<file path="config.mk">
export PLATFORM = sky130hd
export DESIGN_NAME = exec_unit
export DESIGN_NICKNAME = d
export VERILOG_FILES = /design/src/rtl/exec_unit.sv
export SDC_FILE = /design/constraint.sdc
export NUM_CORES = 1
export LEC_CHECK = 0
export BUFFER_PORTS_ARGS = -buffer_cell sky130_fd_sc_hd__buf_2
export CAP_MARGIN = 20
export CORE_AREA = 10 10 125 116
export CTS_CLUSTER_DIAMETER = 60
export DETAILED_ROUTE_END_ITERATION = 6
export DIE_AREA = 0 0 135 126
export HOLD_SLACK_MARGIN = 0.08
export SLEW_MARGIN = 20
export SYNTH_ARGS = -nofsm -noshare
export SYNTH_HDL_FRONTEND = slang
export SYNTH_SLANG_ARGS = --single-unit
</file>
<file path="constraint.sdc">
create_clock -name clk -period 5 [get_ports clk]
set_clock_uncertainty 0.15 [all_clocks]
set_input_delay 0.75 -clock clk [delete_from_list [all_inputs] [get_ports clk]]
set_output_delay 0.75 -clock clk [all_outputs]
set_load 0.1 [all_outputs]
</file>
<file path="src/rtl/exec_unit.sv">
// Execute/writeback stage: single-cycle ALU ops plus iterative shift-add MUL,
// driving a one-cycle register file write pulse and zero/carry flags.
module exec_unit #(
   parameter int DATA_W = 8,
   parameter int ADDR_W = 3
) (
   input  logic              clk,
   input  logic              reset_n,
   input  logic              in_valid,
   output logic              in_ready,
   input  logic [2:0]        in_op,
   input  logic [ADDR_W-1:0] in_dst,
   input  logic [DATA_W-1:0] in_a,
   input  logic [DATA_W-1:0] in_b,
   output logic              wb_we,
   output logic [ADDR_W-1:0] wb_addr,
   output logic [DATA_W-1:0] wb_data,
   output logic              flag_z,
   output logic              flag_c,
   output logic              busy,
   output logic [1:0]        state_dbg
);

   // Handshake: an op transfers on a rising edge where in_valid && in_ready;
   // in_ready depends only on state, and inputs are ignored while it is low.
   typedef enum logic [1:0] {S_IDLE = 2'd0, S_MUL = 2'd1, S_WB = 2'd2} state_t;

   localparam logic [2:0] OP_ADD = 3'd0, OP_SUB = 3'd1, OP_AND = 3'd2, OP_OR = 3'd3,
                          OP_XOR = 3'd4, OP_SHL = 3'd5, OP_SHR = 3'd6, OP_MUL = 3'd7;
   localparam int CW = $clog2(DATA_W) + 1;
   localparam logic [CW-1:0] LAST = CW'(DATA_W - 1);

   state_t                state_q, state_d;
   logic [2*DATA_W-1:0]   a_q, a_d, acc_q, acc_d, mul_sum;
   logic [DATA_W-1:0]     b_q, b_d;
   logic [CW-1:0]         cnt_q, cnt_d;
   logic [ADDR_W-1:0]     dst_q, dst_d, wb_addr_q, wb_addr_d;
   logic [DATA_W-1:0]     wb_data_q, wb_data_d, alu_res;
   logic                  fz_q, fz_d, fc_q, fc_d, alu_c;
   logic [DATA_W:0]       sum;

   always_comb begin
      sum     = {1'b0, in_a} + {1'b0, in_b};
      alu_res = '0;
      alu_c   = 1'b0;
      case (in_op)
         OP_ADD: begin alu_res = sum[DATA_W-1:0]; alu_c = sum[DATA_W]; end
         OP_SUB: begin alu_res = in_a - in_b;     alu_c = (in_a < in_b); end
         OP_AND: alu_res = in_a & in_b;
         OP_OR:  alu_res = in_a | in_b;
         OP_XOR: alu_res = in_a ^ in_b;
         OP_SHL: begin alu_res = {in_a[DATA_W-2:0], 1'b0}; alu_c = in_a[DATA_W-1]; end
         OP_SHR: begin alu_res = {1'b0, in_a[DATA_W-1:1]}; alu_c = in_a[0]; end
         default: ;
      endcase
   end

   assign mul_sum = acc_q + (b_q[0] ? a_q : '0);

   always_comb begin
      state_d   = state_q;
      a_d       = a_q;
      b_d       = b_q;
      acc_d     = acc_q;
      cnt_d     = cnt_q;
      dst_d     = dst_q;
      wb_addr_d = wb_addr_q;
      wb_data_d = wb_data_q;
      fz_d      = fz_q;
      fc_d      = fc_q;
      case (state_q)
         S_MUL: begin
            a_d   = a_q << 1;
            b_d   = b_q >> 1;
            acc_d = mul_sum;
            cnt_d = cnt_q + CW'(1);
            // Final iteration writes its own partial sum straight into the WB registers.
            if (cnt_q == LAST) begin
               state_d   = S_WB;
               wb_addr_d = dst_q;
               wb_data_d = mul_sum[DATA_W-1:0];
               fz_d      = (mul_sum[DATA_W-1:0] == '0);
               fc_d      = |mul_sum[2*DATA_W-1:DATA_W];
            end
         end
         default: begin
            if (in_valid) begin
               if (in_op == OP_MUL) begin
                  state_d = S_MUL;
                  a_d     = {{DATA_W{1'b0}}, in_a};
                  b_d     = in_b;
                  acc_d   = '0;
                  cnt_d   = '0;
                  dst_d   = in_dst;
               end else begin
                  state_d   = S_WB;
                  wb_addr_d = in_dst;
                  wb_data_d = alu_res;
                  fz_d      = (alu_res == '0);
                  fc_d      = alu_c;
               end
            end else begin
               state_d = S_IDLE;
            end
         end
      endcase
   end

   always_ff @(posedge clk or negedge reset_n) begin
      if (!reset_n) begin
         state_q   <= S_IDLE;
         a_q       <= '0;
         b_q       <= '0;
         acc_q     <= '0;
         cnt_q     <= '0;
         dst_q     <= '0;
         wb_addr_q <= '0;
         wb_data_q <= '0;
         fz_q      <= 1'b0;
         fc_q      <= 1'b0;
      end else begin
         state_q   <= state_d;
         a_q       <= a_d;
         b_q       <= b_d;
         acc_q     <= acc_d;
         cnt_q     <= cnt_d;
         dst_q     <= dst_d;
         wb_addr_q <= wb_addr_d;
         wb_data_q <= wb_data_d;
         fz_q      <= fz_d;
         fc_q      <= fc_d;
      end
   end

   assign in_ready  = (state_q == S_IDLE) || (state_q == S_WB);
   assign busy      = (state_q == S_MUL);
   assign wb_we     = (state_q == S_WB);
   assign wb_addr   = wb_addr_q;
   assign wb_data   = wb_data_q;
   assign flag_z    = fz_q;
   assign flag_c    = fc_q;
   assign state_dbg = state_q;

endmodule

</file>
# Word-level counts from Yosys, hierarchy flattened
# Index checks and enable logic that the tools add are counted.
# word_totals
inputBits	25
register_bits	62
output_inout_bits	18
# classes
n_lt_le_gt_ge	1
bitwise_logic	4
reduce_logical	11
eq_ne	12
n_mux	35
n_addsub	4
# op_table
cell	count
2-to-1 mux 16 bit	7
2-to-1 mux 8 bit	7
one-hot mux 8 bit (7 select lines)	1
adder 16 bit	1
zero test 8 bit	2
== test 3 bit (second input constant)	4
2-to-1 mux 3 bit	4
2-to-1 mux 4 bit	3
adder 8 x 8 -> 9 bit	1
AND 8 bit	1
less-than comparator 8 bit	1
2-to-1 mux 1 bit	8
2-to-1 mux 2 bit	4
OR 8 bit	1
OR reduction 8 bit	1
subtractor 8 bit	1
bitwise XOR 8 bit	1
== test 3 x 2 -> 1 bit (second input constant)	2
AND reduction 3 bit	2
adder 4 x 1 -> 4 bit (second input constant)	1
== test 4 x 3 -> 1 bit (second input constant)	1
one-hot mux 1 bit (4 select lines)	1
nonzero test 2 bit	2
== test 3 x 1 -> 1 bit (second input constant)	1
9 further kinds	9

# Logic depth before layout (Yosys ltp)
# Gate-level depths: netlist of the first run.
# logic_depth
ltp_word	6
depth_mapped	11

# Worst setup path after synthesis of the first run
# No wires, ideal clock.
# synth_path
path_kind	reg2out
start	register state_q[0] (netlist: state_dbg[0])
end	output port busy
path_stages_with_launch	6
required_ps	4100
n_path_buf	3
arrival_ps	2670
path_slack_ps	1430
cell_sequence	dfrtp_1 > nand2b_1 > clkbuf_1 > inv_2 > clkbuf_1 > clkbuf_1
# synth_between
elab_chain_cells	1
# synth_rtl
item	line	rtl
from (decl)	33	state_t state_q, state_d;
from (signal assigned)	122	state_q <= state_d;
== test 2 x 1 -> 1 bit	136	assign busy = (state_q == S_MUL);
to (decl)	20	output logic busy,
# No other way between the ends.

# Worst setup path in the final report of the first run
# layout_path
start	register b_q[0]
end	register fc_q (netlist: flag_c)
# layout_between
elab_chain_cells	5
# layout_rtl
item	line	rtl
from (decl)	35	logic [DATA_W-1:0] b_q, b_d;
from (signal assigned)	113	b_q <= '0;
from (signal assigned)	124	b_q <= b_d;
2-to-1 mux 16 bit	58	assign mul_sum = acc_q + (b_q[0] ? a_q : '0);
adder 16 bit	58	
OR reduction 8 bit	83	fc_d = |mul_sum[2*DATA_W-1:DATA_W];
2-to-1 mux 1 bit	78	if (cnt_q == LAST) begin
2-to-1 mux 1 bit	71	case (state_q)
to (signal assigned)	120	fc_q <= 1'b0;
to (signal assigned)	131	fc_q <= fc_d;
to (decl)	39	logic fz_q, fz_d, fc_q, fc_d, alu_c;
# No other way between the ends. The select of a mux whose other input is x is not followed.
# A chain may end at the register's enable or synchronous reset.

==> results.tsv, run 1 <==
metric	value	unit
outcome	completed	
portBuffers	42	
setup_slack	1490	ps
wl_per_cell	16.7	um
numCtsBuffers	9	
nets	648	
crit_start	b_q[0]$_DFFE_PN0P_	
hold_path.startpoint	wb_data[6]$_DFFE_PN0P_	
fp.coreArea	0.0118	mm^2
vias	4067	
grt_pass1_wl	21.0	mm
yosysSeqAreaShare	33.3	%
critPathCaptureType	flop	
cts-resized-gates	0	
critPathSlowestCell	dfrtp_1	
syn_nets	622	
drive_gt1_share	13.2	%
rr_startpoint	b_q[0]$_DFFE_PN0P_	
io_pins	43	
netlist.area_leader.share	33.3	%
ys_async_sr_fraction	100	%
arrival	3570	ps
yosysMostFrequentCell	nand2_1	
drt-initial-drc-count	413	
cts_tree	done	
dpl.hpwl	9.01	mm
antenna_found_initial	0	
required	5060	ps
htree_levels	3	
hold_path_class	flop to flop	
drt_wl_total	12.4	mm
cp_cell_sequence	and2_1 > ha_1 > fa_1 > a211oi_1 > o21bai_1 > a211oi_2 > o21ai_1 > a311oi_1 > a21oi_1 > a2111oi_0 > a31oi_1	
final_antenna_net_count	0	
holdWs	318	ps
root_buffer	clkbuf_16	
clock.fmax	285	MHz
p_leak	2.52	nW
fin_setup_tns	0	ps
finalPower	0.00235	W
clk_latency	340	ps
post-route-util	44.6	%
fillers	1193	
cts_hold_buf	0	
slowest_delay	550	ps
synth_ff_type	dfrtp_1	
clock-sinks	62	
ir_drop	182	uV
grt_use_met2	22.3	%
hold_viol_final	0	
rsz0062_at_grt	false	
register_area	0.00155	mm^2
die-area	0.0170	mm^2
met1_usage	21.3	%
drv_slew	0	
grt_max_degree	63	
die_w	135	um
max_slew.worst_pin.slew	791	ps
initial_utilization	39.4	%
viasPerCell	5.46	
start_kind	flop	
drtPass1Iterations	5	
rows	38	
track_usage	14.9	%
relSlewSlack	47.3	%
fp.dieH	126	um
maxCapViolations	0	
synthDistinctLibCells	59	
cts_max_path_buffers	2	
yosys-top-cells-area	dfrtp_1 (33%), ha_1 (11%), nand2_1 (6.3%)	
clk_pin_slew	60	ps
syn_area	0.00466	mm^2
avgSynthCellArea	8.42	um^2
grt_pass1_vias	4040	
drc	0	
yosysTopAreaCell	dfrtp_1	
postCtsSetupBuffers	0	
grt_overflow	0	
fin_crit_sh	70.3	%
yosysWarnings	0	
synthCells	554	
setup_viol	0	
grt.busiest_layer	met2	
fin_crit	3510	ps
area_delta_synth_final	13.3	%
synth_edf_count	0	
ys_ff_latch	62	
finalWeightedCongestion	0.871	
critPathKind	flop to flop	
power.density	446	mW/mm^2
cp_max_fo	17	
dp_slack	1330	ps
grt_use_met3	3.02	%
yosys-top-cells-count	nand2_1 (78), dfrtp_1 (62), o21ai_0 (54)	
diodes	0	
multi_input_comb_area	0.00285	mm^2
-- area by class of cell --
cell class	count	share of cell area, %
Clock buffer	10	4.52
Clock inverter	6	1.61
Inverter	30	2.13
Multi-Input combinational cell	430	53.9
Sequential cell	62	29.4
Tap cell	160	3.79
Timing Repair Buffer	47	4.69
-- metal layers --
layer	vias up	routed length [um]
li1	2016	-
met1	1948	6220
met2	92	5570
met3	11	549
met4	0	112
met5	-	0
-- worst max-delay path: cells and delay by family (launching register included) --
family,cells,cell delay [ps]
compound gates,8,1770
fa+ha+maj,2,650
flops,1,550
simple gates,1,260
-- per-stage QoR --
stage | cell area (um^2) | std cells
after global routing | 5280 | 745
after global placement | 4960 | 729
after floorplan | 4660 | 554
after detailed placement | 4960 | 729
after CTS | 5280 | 745
final | 5280 | 745
-- cell families (layout without fill, tap and decap cells) --
kind of cell / after synthesis / in the layout / synth area share [%]
mux: 17 / 17 / 4.40
xor+xnor: 19 / 19 / 3.57
buf+inv: 62 / 93 / 5.85
flops: 62 / 62 / 33.3
compound gates: 163 / 163 / 22.0
fa+ha+maj: 43 / 43 / 12.0
simple gates: 188 / 188 / 18.9
-- path summary, 6_finish.rpt --
check	endpoint	slack, ps	cells after the start
max reg2reg	flag_c$_DFFE_PN0P_	1490	11
max	flag_c$_DFFE_PN0P_	1490	11
min	wb_data[6]$_DFFE_PN0P_	320	2
min in group asynchronous	acc_q[11]$_DFFE_PN0P_	430	2
min reg2reg	wb_data[6]$_DFFE_PN0P_	320	2
max in group asynchronous	cnt_q[1]$_DFFE_PN0P_	3740	2
-- report_power, final --
part	switching, W	total [W]	internal [W]
clock network	0.000228	0.000676	0.000448
logic	0.000606	0.000910	0.000304
registers	0.000113	0.000769	0.000656
-- cell usage in the layout (no fill, tap or decap), types with 4 or more instances in the layout --
cell type	Yosys	final
xnor2_1	9	9
nand2b_1	4	4
ha_1	40	40
nand3b_1	5	5
or4_1	4	4
o211ai_1	6	6
nor2_1	34	34
a21oi_1	36	36
mux2_2	4	4
nand4_1	4	4
nor3_1	6	6
clkbuf_16	0	9
buf_4	0	5
dfrtp_1	62	62
and2_1	16	16
mux2i_1	10	10
nor2b_1	4	4
xor2_1	10	10
buf_2	7	42
o21bai_1	9	9
inv_1	29	29
o21ai_0	54	54
o21ai_1	6	6
nand3_1	25	25
a22o_1	6	6
nand2_1	78	78
a21o_1	7	7
a211oi_1	7	7
-- flip-flops by register name (all words and copies together), names as in the netlist --
signal     flops
a_q           16
wb_addr        3
state_dbg      2
acc_q         16
dst_q          3
b_q            8
wb_data        8
flag_c         1
flag_z         1
cnt_q          4
No activity file was read; power rests on OpenSTA's default activity.
==> run 2: changes to the inputs <==
==> constraint.sdc (replaced) <==
create_clock -name clk -period 3.5 [get_ports clk]
set_clock_uncertainty 0.15 [all_clocks]
set_input_delay 0.525 -clock clk [delete_from_list [all_inputs] [get_ports clk]]
set_output_delay 0.525 -clock clk [all_outputs]
set_load 0.1 [all_outputs]
==> results.tsv, run 2 (synthesis results as in run 1) <==
metric	value	unit
vias	4058	
ir_drop	308	uV
portBuffers	42	
rrSetupSlack	230	ps
track_usage	14.7	%
cts_max_path_buffers	2	
slowest_delay	390	ps
outcome	completed	
fin_crit_sh	93.4	%
fillers	1199	
area_delta_synth_final	14.1	%
post-route-util	44.9	%
clock.fmax	306	MHz
cp_max_fo	4	
grt_max_degree	59	
drt_wl_total	12.4	mm
root_buffer	clkbuf_16	
fin_crit	3270	ps
rsz0062_at_grt	false	
wl_per_cell	16.5	um
die_w	135	um
drtPass1Iterations	5	
rows	38	
htree_levels	3	
cp_cell_sequence	and2_1 > ha_1 > fa_2 > a211oi_1 > o21bai_1 > a211oi_2 > o21ai_1 > a311oi_1 > a21oi_1 > a2111oi_2 > a31oi_1	
max_slew.worst_pin.slew	749	ps
finalWeightedCongestion	0.923	
drv_slew	0	
setup_viol	0	
clock-sinks	62	
fp.coreArea	0.0118	mm^2
io_pins	43	
grt_overflow	0	
critPathCaptureType	flop	
relSlewSlack	49.9	%
clk_latency	330	ps
grt_pass1_wl	20.8	mm
critPathKind	flop to flop	
initial_utilization	39.4	%
hold_path_class	primary input to async pin	
reg_top3	a_q (16), acc_q (16)	
start_kind	flop	
cpLargestDelayFamily	compound AO/OA/AOI/OAI gates	
numCtsBuffers	9	
most-common-layout-cells	nand2_1 (78), dfrtp_1 (62), o21ai_0 (54)	
power.density	628	mW/mm^2
final_antenna_net_count	0	
dpl.hpwl	9.01	mm
hold_viol_final	0	
multi_input_comb_area	0.00286	mm^2
register_area	0.00155	mm^2
wl_met2	5.43	mm
drt-met1-wl	6.17	mm
top_layer_used	met4	
diodes	0	
arrival	3320	ps
fin_setup_tns	0	ps
fp.dieH	126	um
postCtsSetupBuffers	0	
maxCapViolations	0	
critPathSlowestCell	dfrtp_1	
cts_tree	done	
clk_pin_slew	50	ps
nets	652	
drive_gt1_share	13.9	%
drc	0	
antenna_found_initial	0	
viasPerCell	5.43	
wl_met3	638	um
layout_commonest_cell	nand2_1	
die-area	0.0170	mm^2
p_leak	2.53	nW
required	3550	ps
critPathBufInv	0	
drt-initial-drc-count	414	
grt_pass1_vias	4153	
==> run 2: changes by cell type in the layout (fill, tap and decap cells not counted), sizes merged <==
| cell | delta |
|---|---|
| bufinv | -1 |
| clkbuf | +2 |
| clkinv | -1 |
| clkinvlp | -1 |
| buf | +4 |
==> run 2: stage by stage <==
stage	std cells	hold slack (ps)	setup WS, ps	instance area [um^2]	power (W)
final	748	83.7	231	5320	0.00334
after CTS	748	104	237	5310	0.00335
after global placement	733	309	250	5000	0.00239
after global routing	748	134	85.5	5320	0.00357
after floorplan	554	79.4	155	4660	0.00209
after detailed placement	733	321	196	5000	0.00242
==> run 2: routing by layer <==
metal	vias up	track usage (%)
met5	-	0
met4	0	4.24
met2	89	22.5
met3	9	3.14
li1	2020	-
met1	1940	20.3
==> run 2: report_power, final <==
group	switching [W]	internal, W
combinational	0.000896	0.000449
clock	0.000306	0.000603
sequential	0.000151	0.000937
total	0.00135	0.00199
==> run 2: final timing paths <==
path                                             start                endpoint  cells past startpoint
worst max-delay path                b_q[0]$_DFFE_PN0P_      flag_c$_DFFE_PN0P_                     11
worst min-delay path                           reset_n    acc_q[6]$_DFFE_PN0P_                      1
worst max register to register      b_q[0]$_DFFE_PN0P_      flag_c$_DFFE_PN0P_                     11
worst min register to register  wb_data[4]$_DFFE_PN0P_  wb_data[4]$_DFFE_PN0P_                      2
max in group asynchronous                      reset_n    cnt_q[0]$_DFFE_PN0P_                      2
min in group clk                             in_dst[2]    dst_q[2]$_DFFE_PN0P_                      2
==> run 2: worst reg2reg max path: stages (launching register included) <==
cell	delay [ps]
dfrtp_1	390
and2_1	160
ha_1	210
fa_2	390
a211oi_1	240
o21bai_1	180
a211oi_2	280
o21ai_1	170
a311oi_1	370
a21oi_1	110
a2111oi_2	360
a31oi_1	120
==> run 2: area by class of cell <==
type                       count  area share [%]
clock buffer                  12            5.01
clock inverter                 3           0.799
inverter                      30            2.12
multi-input combinational    430            53.7
sequential                    62            29.2
tap                          160            3.76
timing repair buffer          51            5.50
==> run 2: timing repair <==
item | 4_1_cts | 5_1_grt
hold buffers | 0 | 0
endpoints found under the setup margin | 0 | 1
resized for setup | 0 | 4
